$ cat src/rtl/fpu_normalizer_pkg.sv
// Shared definitions for the fpu_normalizer block and its bench.
//   DEF_W / DEF_LOG2W : default mantissa width and its log2.
//   state_t           : normalizer FSM encoding (IDLE=0, SHIFT=1, DONE=2).
package fpu_normalizer_pkg;

  localparam int DEF_W     = 64;
  localparam int DEF_LOG2W = 6;

  typedef enum logic [1:0] {
    IDLE  = 2'd0,
    SHIFT = 2'd1,
    DONE  = 2'd2
  } state_t;

endpackage

$ cat src/rtl/fpu_norm_stage.sv
// One binary-search step of the normalizer (purely combinational).
// Ports:
//   data    : current working word
//   k       : search step; the probed window is the top 2^k bits
//   shifted : data << 2^k
//   hit     : the top 2^k bits of data are all zero
module fpu_norm_stage
  import fpu_normalizer_pkg::*;
#(
  parameter int W      = DEF_W,
  parameter int LOG2W  = DEF_LOG2W,
  parameter int STEP_W = (LOG2W > 1) ? $clog2(LOG2W) : 1
) (
  input  logic [W-1:0]      data,
  input  logic [STEP_W-1:0] k,
  output logic [W-1:0]      shifted,
  output logic              hit
);

  logic [LOG2W:0] amt;
  logic [W-1:0]   hi_mask;

  always_comb begin
    amt     = {{LOG2W{1'b0}}, 1'b1} << k;
    // Ones over the top 2^k bit positions.
    hi_mask = ~({W{1'b1}} >> amt);
    hit     = ((data & hi_mask) == '0);
    shifted = data << amt;
  end

endmodule

$ cat src/rtl/fpu_normalizer.sv
// Iterative mantissa normalizer: finds the left shift that puts a 1 in the
// MSB, one binary-search step per cycle (LOG2W cycles per word).
// Ports:
//   clk, arst            : clock (rising edge), async active-high reset
//   in_valid / in_ready  : input handshake; in_data is the mantissa
//   out_valid / out_ready: output handshake
//   out_data             : normalized word (MSB set unless out_zero)
//   out_cnt              : leading-zero count (W-1 for a zero word)
//   out_zero             : input word was all zeros
// Build option: define FPU_NORM_FAST_ZERO_EN to let a zero word skip the
// search and present its result right after the accept edge.
module fpu_normalizer
  import fpu_normalizer_pkg::*;
#(
  parameter int W     = DEF_W,
  parameter int LOG2W = DEF_LOG2W
) (
  input  logic             clk,
  input  logic             arst,
  input  logic             in_valid,
  output logic             in_ready,
  input  logic [W-1:0]     in_data,
  output logic             out_valid,
  input  logic             out_ready,
  output logic [W-1:0]     out_data,
  output logic [LOG2W-1:0] out_cnt,
  output logic             out_zero
);

  localparam int STEP_W = (LOG2W > 1) ? $clog2(LOG2W) : 1;
  localparam logic [STEP_W-1:0] STEP_FIRST = STEP_W'(LOG2W - 1);

  state_t              state, state_nxt, accept_state;
  logic [W-1:0]        work, work_nxt, shifted;
  logic [LOG2W-1:0]    cnt, cnt_upd;
  logic [STEP_W-1:0]   step;
  logic                zero_w, hit, accept, in_zero;

  fpu_norm_stage #(.W(W), .LOG2W(LOG2W), .STEP_W(STEP_W)) u_stage (
    .data    (work),
    .k       (step),
    .shifted (shifted),
    .hit     (hit)
  );

  always_comb begin
    in_ready     = (state == IDLE) || ((state == DONE) && out_ready);
    accept       = in_valid && in_ready;
    in_zero      = (in_data == '0);
    accept_state = SHIFT;
`ifdef FPU_NORM_FAST_ZERO_EN
    if (in_zero) accept_state = DONE;
`endif
    state_nxt = state;
    case (state)
      IDLE:    if (accept) state_nxt = accept_state;
      SHIFT:   if (step == '0) state_nxt = DONE;
      DONE:    if (out_ready) state_nxt = accept ? accept_state : IDLE;
      default: state_nxt = IDLE;
    endcase

    work_nxt      = hit ? shifted : work;
    cnt_upd       = cnt;
    cnt_upd[step] = cnt[step] | hit;
  end

  assign out_valid = (state == DONE);

  // Search registers and held result registers
  always_ff @(posedge clk or posedge arst) begin
    if (arst) begin
      state    <= IDLE;
      work     <= '0;
      cnt      <= '0;
      step     <= '0;
      zero_w   <= 1'b0;
      out_data <= '0;
      out_cnt  <= '0;
      out_zero <= 1'b0;
    end else begin
      state <= state_nxt;
      if (accept) begin
        work   <= in_data;
        cnt    <= '0;
        step   <= STEP_FIRST;
        zero_w <= in_zero;
`ifdef FPU_NORM_FAST_ZERO_EN
        if (in_zero) begin
          out_data <= '0;
          out_cnt  <= '1;
          out_zero <= 1'b1;
        end
`endif
      end else if (state == SHIFT) begin
        work <= work_nxt;
        cnt  <= cnt_upd;
        // Results are copied out only on the last step, so the outputs keep
        // the previous word's values for the whole search.
        if (step == '0) begin
          out_data <= work_nxt;
          out_cnt  <= cnt_upd;
          out_zero <= zero_w;
        end else begin
          step <= step - 1'b1;
        end
      end
    end
  end

endmodule

$ cat config.mk
export PLATFORM = sky130hd
export DESIGN_NAME = fpu_normalizer
export DESIGN_NICKNAME = d
export VERILOG_FILES = /design/src/rtl/fpu_normalizer_pkg.sv /design/src/rtl/fpu_norm_stage.sv /design/src/rtl/fpu_normalizer.sv
export SDC_FILE = /design/constraint.sdc
export NUM_CORES = 1
export LEC_CHECK = 0
export CAP_MARGIN = 20
export CORE_ASPECT_RATIO = 0.7
export CORE_MARGIN = 10
export CORE_UTILIZATION = 45
export DETAILED_ROUTE_END_ITERATION = 8
export GPL_TIMING_DRIVEN = 1
export MAX_ROUTING_LAYER = met4
export PLACE_DENSITY = 0.68
export SETUP_SLACK_MARGIN = 0.5
export SYNTH_ARGS = -nofsm -noshare
export SYNTH_HDL_FRONTEND = slang
export SYNTH_HIERARCHICAL = 1
export SYNTH_SLANG_ARGS = --single-unit
$ cat constraint.sdc
create_clock -name clk -period 11.7 [get_ports clk]
set_input_delay 2.34 -clock clk [delete_from_list [all_inputs] [get_ports clk]]
set_output_delay 2.34 -clock clk [all_outputs]
set_load 0.02 [all_outputs]
==> out/metrics.yaml, run 1 <==
synth-main-ff-cell: "dfrtp_1"
start_util: 0.460
fin_nets: 1268
worstPathCellList: "clkdlybuf4s50_1 > nor2b_1 > nor2_1 > clkdlybuf4s50_1"
die_area_um2: 30000
critPathKind: "in2out"
rr_worst_depth: 9
fillers: 2122
die_x_um: 203
cts_buffers: 17
power.total_uw: 4440
hold_viol: 0
grt_max_degree: 85
cp-start-kind: "primary input"
first_pass_iters: 5
worstPathMaxFanout: 3
max_slew_margin: 0.283
cts_tree: "yes"
maxCapViolCount: 0
cpMostUsedCell: "clkdlybuf4s50_1"
cts_resized: 0
avgSynthCellArea_um2: 9.27
yosysTopAreaCellShare: 0.350
root_buffer: "clkbuf_16"
vias: 9967
synth_area_leaders: "dfrtp_1 (35%), mux2i_1 (9.6%), a21oi_1 (6.1%)"
grt_pass1_vias: 9443
yosys.area.top_type: "dfrtp_1"
num_io_pins: 141
clock.fmax_ghz: 0.166
drt-initial-drc-count: 1235
drive_gt1_frac: 0.0842
yosys-top-cells-count: "dfrtp_1 (147), a21oi_1 (129), nor2_1 (122)"
cp_slowest_stage_delay_ps: 550
yosysSeqAreaShare: 0.350
power_density_nw_per_um2: 359
clkSinkCount: 147
post_cts_buffers: 0
clock_skew_ps: 9.63
htree_levels: 4
synth_seq_cells: 147
synth_nets: 1205
synth.distinct_cells: 70
diodes: 0
crit_buf_inv: 2
die_y_um: 148
wirelength_mm: 37.2
via_per_inst: 6.54
track_usage: 0.247
status: "finished, final reports clean"
port-buffer-count: 140
clockBufferDepth: 2
synth_edf_count: 0
p_leak_uw: 0.00527
drv_slew: 0
holdPathStages: 1
tns_ps: 0
post_drt_wl_per_cell_um: 24.5
cpLargestDelayFamily: "buffers and inverters"
holdBufCountCts: 0
crit_slowest_cell: "clkdlybuf4s50_1"
grt.overflow.total: 0
hold_path_class: "reg2reg"
critPathRequiredTime_ps: 9360
synth.most_common_cell: "dfrtp_1"
worst-endpoint-arrival_ps: 3680
peakVddDrop_uv: 172
clk_pin_slew_worst_paths_ps: 60
syn_area_um2: 10500
period_share: 0.514
place.gp.congestion: 0.965
clk_latency_ps: 430
cp.depth: 4
dp_hpwl_mm: 24.8
async_flop_share: 1.00
synthCells: 1135
finalCriticalPeriod_ps: 6020
drc_errors: 0
grt_first_pass_wirelength_mm: 57.8
syn_to_final_growth_pct: 17.4
rows: 46
worst_pin_slew_ps: 1070
final_antenna_net_count: 0
yosys_warnings: 6
core-area_um2: 22800
antenna_found_initial: 0
setup_viol_count_final: 0
rsz0062_at_grt: "false"
worstSetupEndpointType: "output port"
==> path summary, 6_finish.rpt <==
path / slack, ps / to / startpoint
max: 5680 / in_ready / out_ready
min: 490 / out_cnt[5] / out_cnt[5]
max reg2reg: 6860 / work[2] / step[1]
min reg2reg: 490 / out_cnt[5] / out_cnt[5]
max in group asynchronous: 7820 / step[0] / arst
min in group asynchronous: 2420 / out_data[6] / arst
==> sequential cells by signal (all words and copies together) (netlist names) <==
name      count
out_data     64
work         64
cnt           6
out_cnt       6
step          3
state         2
out_zero      1
zero_w        1
==> worst reg2reg max path, cell delays in order, from the launching register on <==
cell and delay [ps]:
dfrtp_4 830, buf_4 780, inv_2 560, nor2_1 480, o211ai_1 180, o2111a_4 400
buf_4 450, o21bai_4 220, buf_4 610, a21o_1 260
==> metrics by stage <==
stage | cells | area [um^2] | hold slack (ps) | setup slack, ps | utilization
floorplan | 1135 | 10500 | 454 | 5410 | -
detailed placement | 1491 | 11800 | 478 | 5690 | 0.514
finish | 1523 | 12400 | 495 | 5680 | 0.541
CTS | 1523 | 12400 | 495 | 5680 | 0.541
global placement | 1491 | 11800 | 472 | 5700 | 0.514
global route | 1523 | 12400 | 524 | 5620 | 0.541
==> power breakdown <==
part	leakage [uW]	internal [uW]	total (uW)	switching [uW]
combinational	0.00319	1160	2680	1520
sequential	0.00180	751	1190	437
clock	0.000283	342	571	229
==> cells by family after synthesis <==
| kind of cell | share of synthesized area |
|---|---|
| flops | 0.350 |
| xor+xnor | 0.000833 |
| buf+inv | 0.0703 |
| mux | 0.174 |
| simple gates | 0.132 |
| fa+ha+maj | 0.00238 |
| compound gates | 0.271 |
==> area by class of cell <==
class | count | area, um^2 | area share
multi-input combinational | 869 | 6140 | 0.497
sequential | 147 | 3690 | 0.299
timing repair buffer | 151 | 1480 | 0.120
clock buffer | 20 | 447 | 0.0362
tap | 312 | 390 | 0.0316
clock inverter | 12 | 156 | 0.0127
inverter | 12 | 50.0 | 0.00405
==> placed cells by master, fill, tap and decap left out, types with 6 or more instances in the layout <==
master | Yosys | final
a21boi_0 | 6 | 6
a2bb2oi_1 | 7 | 7
nor2b_1 | 9 | 9
nor2_1 | 122 | 122
nor4_1 | 31 | 31
o211ai_1 | 10 | 10
buf_4 | 15 | 11
mux2i_1 | 101 | 101
nand2b_1 | 20 | 20
o21ai_0 | 37 | 37
nand3_1 | 16 | 16
mux2_2 | 16 | 16
a21oi_1 | 129 | 129
and3_1 | 9 | 8
o22ai_1 | 11 | 11
inv_1 | 9 | 8
dfrtp_1 | 147 | 144
o221ai_1 | 6 | 6
a31oi_1 | 21 | 21
a21o_1 | 68 | 68
nand2_1 | 63 | 63
o21ai_1 | 7 | 7
clkdlybuf4s50_1 | 0 | 140
clkbuf_16 | 0 | 17
a221oi_1 | 6 | 6
a22o_1 | 65 | 65
nor3_1 | 9 | 9
mux4_2 | 25 | 25
nand4_1 | 7 | 7
==> per-layer routing <==
metal | vias to the layer above | part of all wire | GRT usage
met2 | 539 | 0.43 | 0.344
met5 | - | 0 | -
met3 | 63 | 0.094 | 0.0559
met1 | 4947 | 0.46 | 0.353
met4 | 0 | 0.020 | 0.0628
li1 | 4418 | - | -
No activity file was read; power rests on OpenSTA's default activity.
==> run 2: changes to the inputs <==
==> constraint.sdc (replaced) <==
create_clock -name clk -period 6.1 [get_ports clk]
set_input_delay 1.22 -clock clk [delete_from_list [all_inputs] [get_ports clk]]
set_output_delay 1.22 -clock clk [all_outputs]
set_load 0.02 [all_outputs]
==> run 2 against run 1 <==
Register-to-register slack got worse by 4600 ps. First-iteration DRC count increased by 11%. Die area unchanged. Clock skew decreased by 0.55 ps. Critical path depth increased by 4. Cell count increased by 0.13%. Sequential share of layout area increased by 0.11 points. Largest cell class unchanged.
==> out/metrics.yaml, run 2 (synthesis gave the netlist of run 1 again) <==
syn_to_final_growth_pct: 17.0
p_leak_uw: 0.00526  # -0.23%
post_drt_wl_per_cell_um: 23.8  # -2.5%
mostFrequentLayoutCells: "dfrtp_1 (144), clkdlybuf4s50_1 (140), a21oi_1 (129)"
die_x_um: 203  # unchanged
num_io_pins: 141  # unchanged
cts_tree: "yes"
worst_pin_slew_ps: 822  # -253 ps
swShare: 0.497  # +0.00440
drc_errors: 0  # unchanged
largestRegisters: "out_data (64), work (64)"
post-place-ws_ps: 2310  # -3380 ps
post_cts_buffers: 0  # unchanged
clk_pin_slew_worst_paths_ps: 60  # about the same
place.gp.congestion: 1.00  # +3.8%
setup_viol_count_final: 0  # unchanged
start_util: 0.460  # unchanged
clkSinkCount: 147  # unchanged
finalCriticalPeriod_ps: 3870
clock_power_share: 0.118  # -0.011
tns_ps: 0  # unchanged
die_y_um: 148  # unchanged
clock.fmax_ghz: 0.258
antenna_found_initial: 0  # unchanged
first_pass_iters: 6  # +1
rows: 46  # unchanged
peakVddDrop_uv: 293  # +70%
finish.utilization: 0.539  # -0.00203
drive_gt1_frac: 0.0866  # +0.00233
worstSetupEndpointType: "register"
critPathRequiredTime_ps: 6470  # -2890 ps
grt_first_pass_wirelength_mm: 57.6  # -0.47%
holdBufCountCts: 0  # unchanged
rr_worst_depth: 8  # -1
power_density_nw_per_um2: 679  # +89%
drv_slew: 0  # unchanged
worst-endpoint-arrival_ps: 4240  # +560 ps
status: "finished, final reports clean"
grt.overflow.total: 0  # unchanged
final_cells: 1525  # +0.13%
grt_max_degree: 76  # -11%
finalWorstSetupSlack_ps: 2230  # -3450 ps
r2r_slack_ps: 2230  # -4630 ps
port-buffer-count: 140  # unchanged
fin_nets: 1271  # +0.24%
vias: 9882  # -0.85%
cts_buffers: 17  # unchanged
maxCapViolCount: 0  # unchanged
dp_hpwl_mm: 25.0  # +0.83%
track_usage: 0.245  # -0.00250
cts_resized: 0  # unchanged
die_area_um2: 30000  # unchanged
period_share: 0.634
clockBufferDepth: 2  # unchanged
htree_levels: 4  # unchanged
grt_pass1_vias: 9350  # -0.98%
hold_path_class: "reg2reg"
intPower_uw: 4200  # +87%
cp-start-kind: "register"
p_comb_frac: 0.599  # -0.005
drt-initial-drc-count: 1367  # +11%
fillers: 2085  # -1.7%
clock_skew_ps: 9.08  # -0.553 ps
via_per_inst: 6.48  # -0.98%
root_buffer: "clkbuf_16"
critPathKind: "reg2reg"
wirelength_mm: 36.4  # -2.4%
post-place-cells: 1493  # +0.13%
core-area_um2: 22800  # unchanged
holdPathStages: 1  # unchanged
hold_viol: 0  # unchanged
netSwitchingPower_uw: 4150  # +90%
max_slew_margin: 0.452  # +0.168
pwr-share-seq: 0.284  # +0.016
clk_latency_ps: 440  # about the same
diodes: 0  # unchanged
final_common_cell: "dfrtp_1"
rsz0062_at_grt: "false"
worstPathMaxFanout: 66  # +63
final_antenna_net_count: 0  # unchanged
## run 2: cell count changes in the layout (fill, tap and decap cells not counted), sizes merged
cell and change:
inv +2, bufinv -3, buf +3
## run 2: final timing paths
| check | endpoint | from |
|---|---|---|
| worst max register to register | work[1] | step[1] |
| min in group asynchronous | out_data[12] | arst |
| max in group asynchronous | step[2] | arst |
| worst min-delay path | out_cnt[5] | out_cnt[5] |
| worst max-delay path | work[1] | step[1] |
| worst min register to register | out_cnt[5] | out_cnt[5] |
## run 2: metrics by stage
stage	hold WS [ps]	total power (uW)	cell area, um^2
2_1_floorplan	454	5850	10500
3_3_place_gp	470	7220	11800
3_5_place_dp	474	7280	11800
4_1_cts	488	8290	12300
5_1_grt	520	8900	12300
6_report	482	8350	12300
## run 2: final cells by class
class	instances	area, um^2	share of cell area
well taps	312	390	0.0317
repair buffers	154	1500	0.122
clock inverters	11	80.1	0.00651
multi-input cells	869	6140	0.499
clock buffers	20	457	0.0371
flip-flops and latches	147	3690	0.300
inverters	12	50.0	0.00407
## run 2: layer usage
metal | vias up | wire [um] | track usage
met1 | 4851 | 17000 | 0.357
met5 | - | 0 | -
li1 | 4427 | - | -
met4 | 0 | 443 | 0.0424
met3 | 54 | 3240 | 0.0507
met2 | 550 | 15700 | 0.344
## run 2: worst max-delay path: stages (launching register included)
cell and delay, ps:
dfrtp_4 750, inv_2 600, nor2_1 230, o211ai_1 260, o2111a_4 710, and2_2 260, buf_4 590, a22o_1 250
a21o_1 100
## run 2: power groups by stage
stage / Combinational [uW] / Clock (uW) / Sequential [uW]
5_1_grt: 5420 / 1050 / 2440
4_1_cts: 4970 / 996 / 2320
2_1_floorplan: 3700 / 0 / 2160
3_3_place_gp: 4900 / 0 / 2320
6_report: 5000 / 981 / 2370
3_5_place_dp: 4940 / 0 / 2330
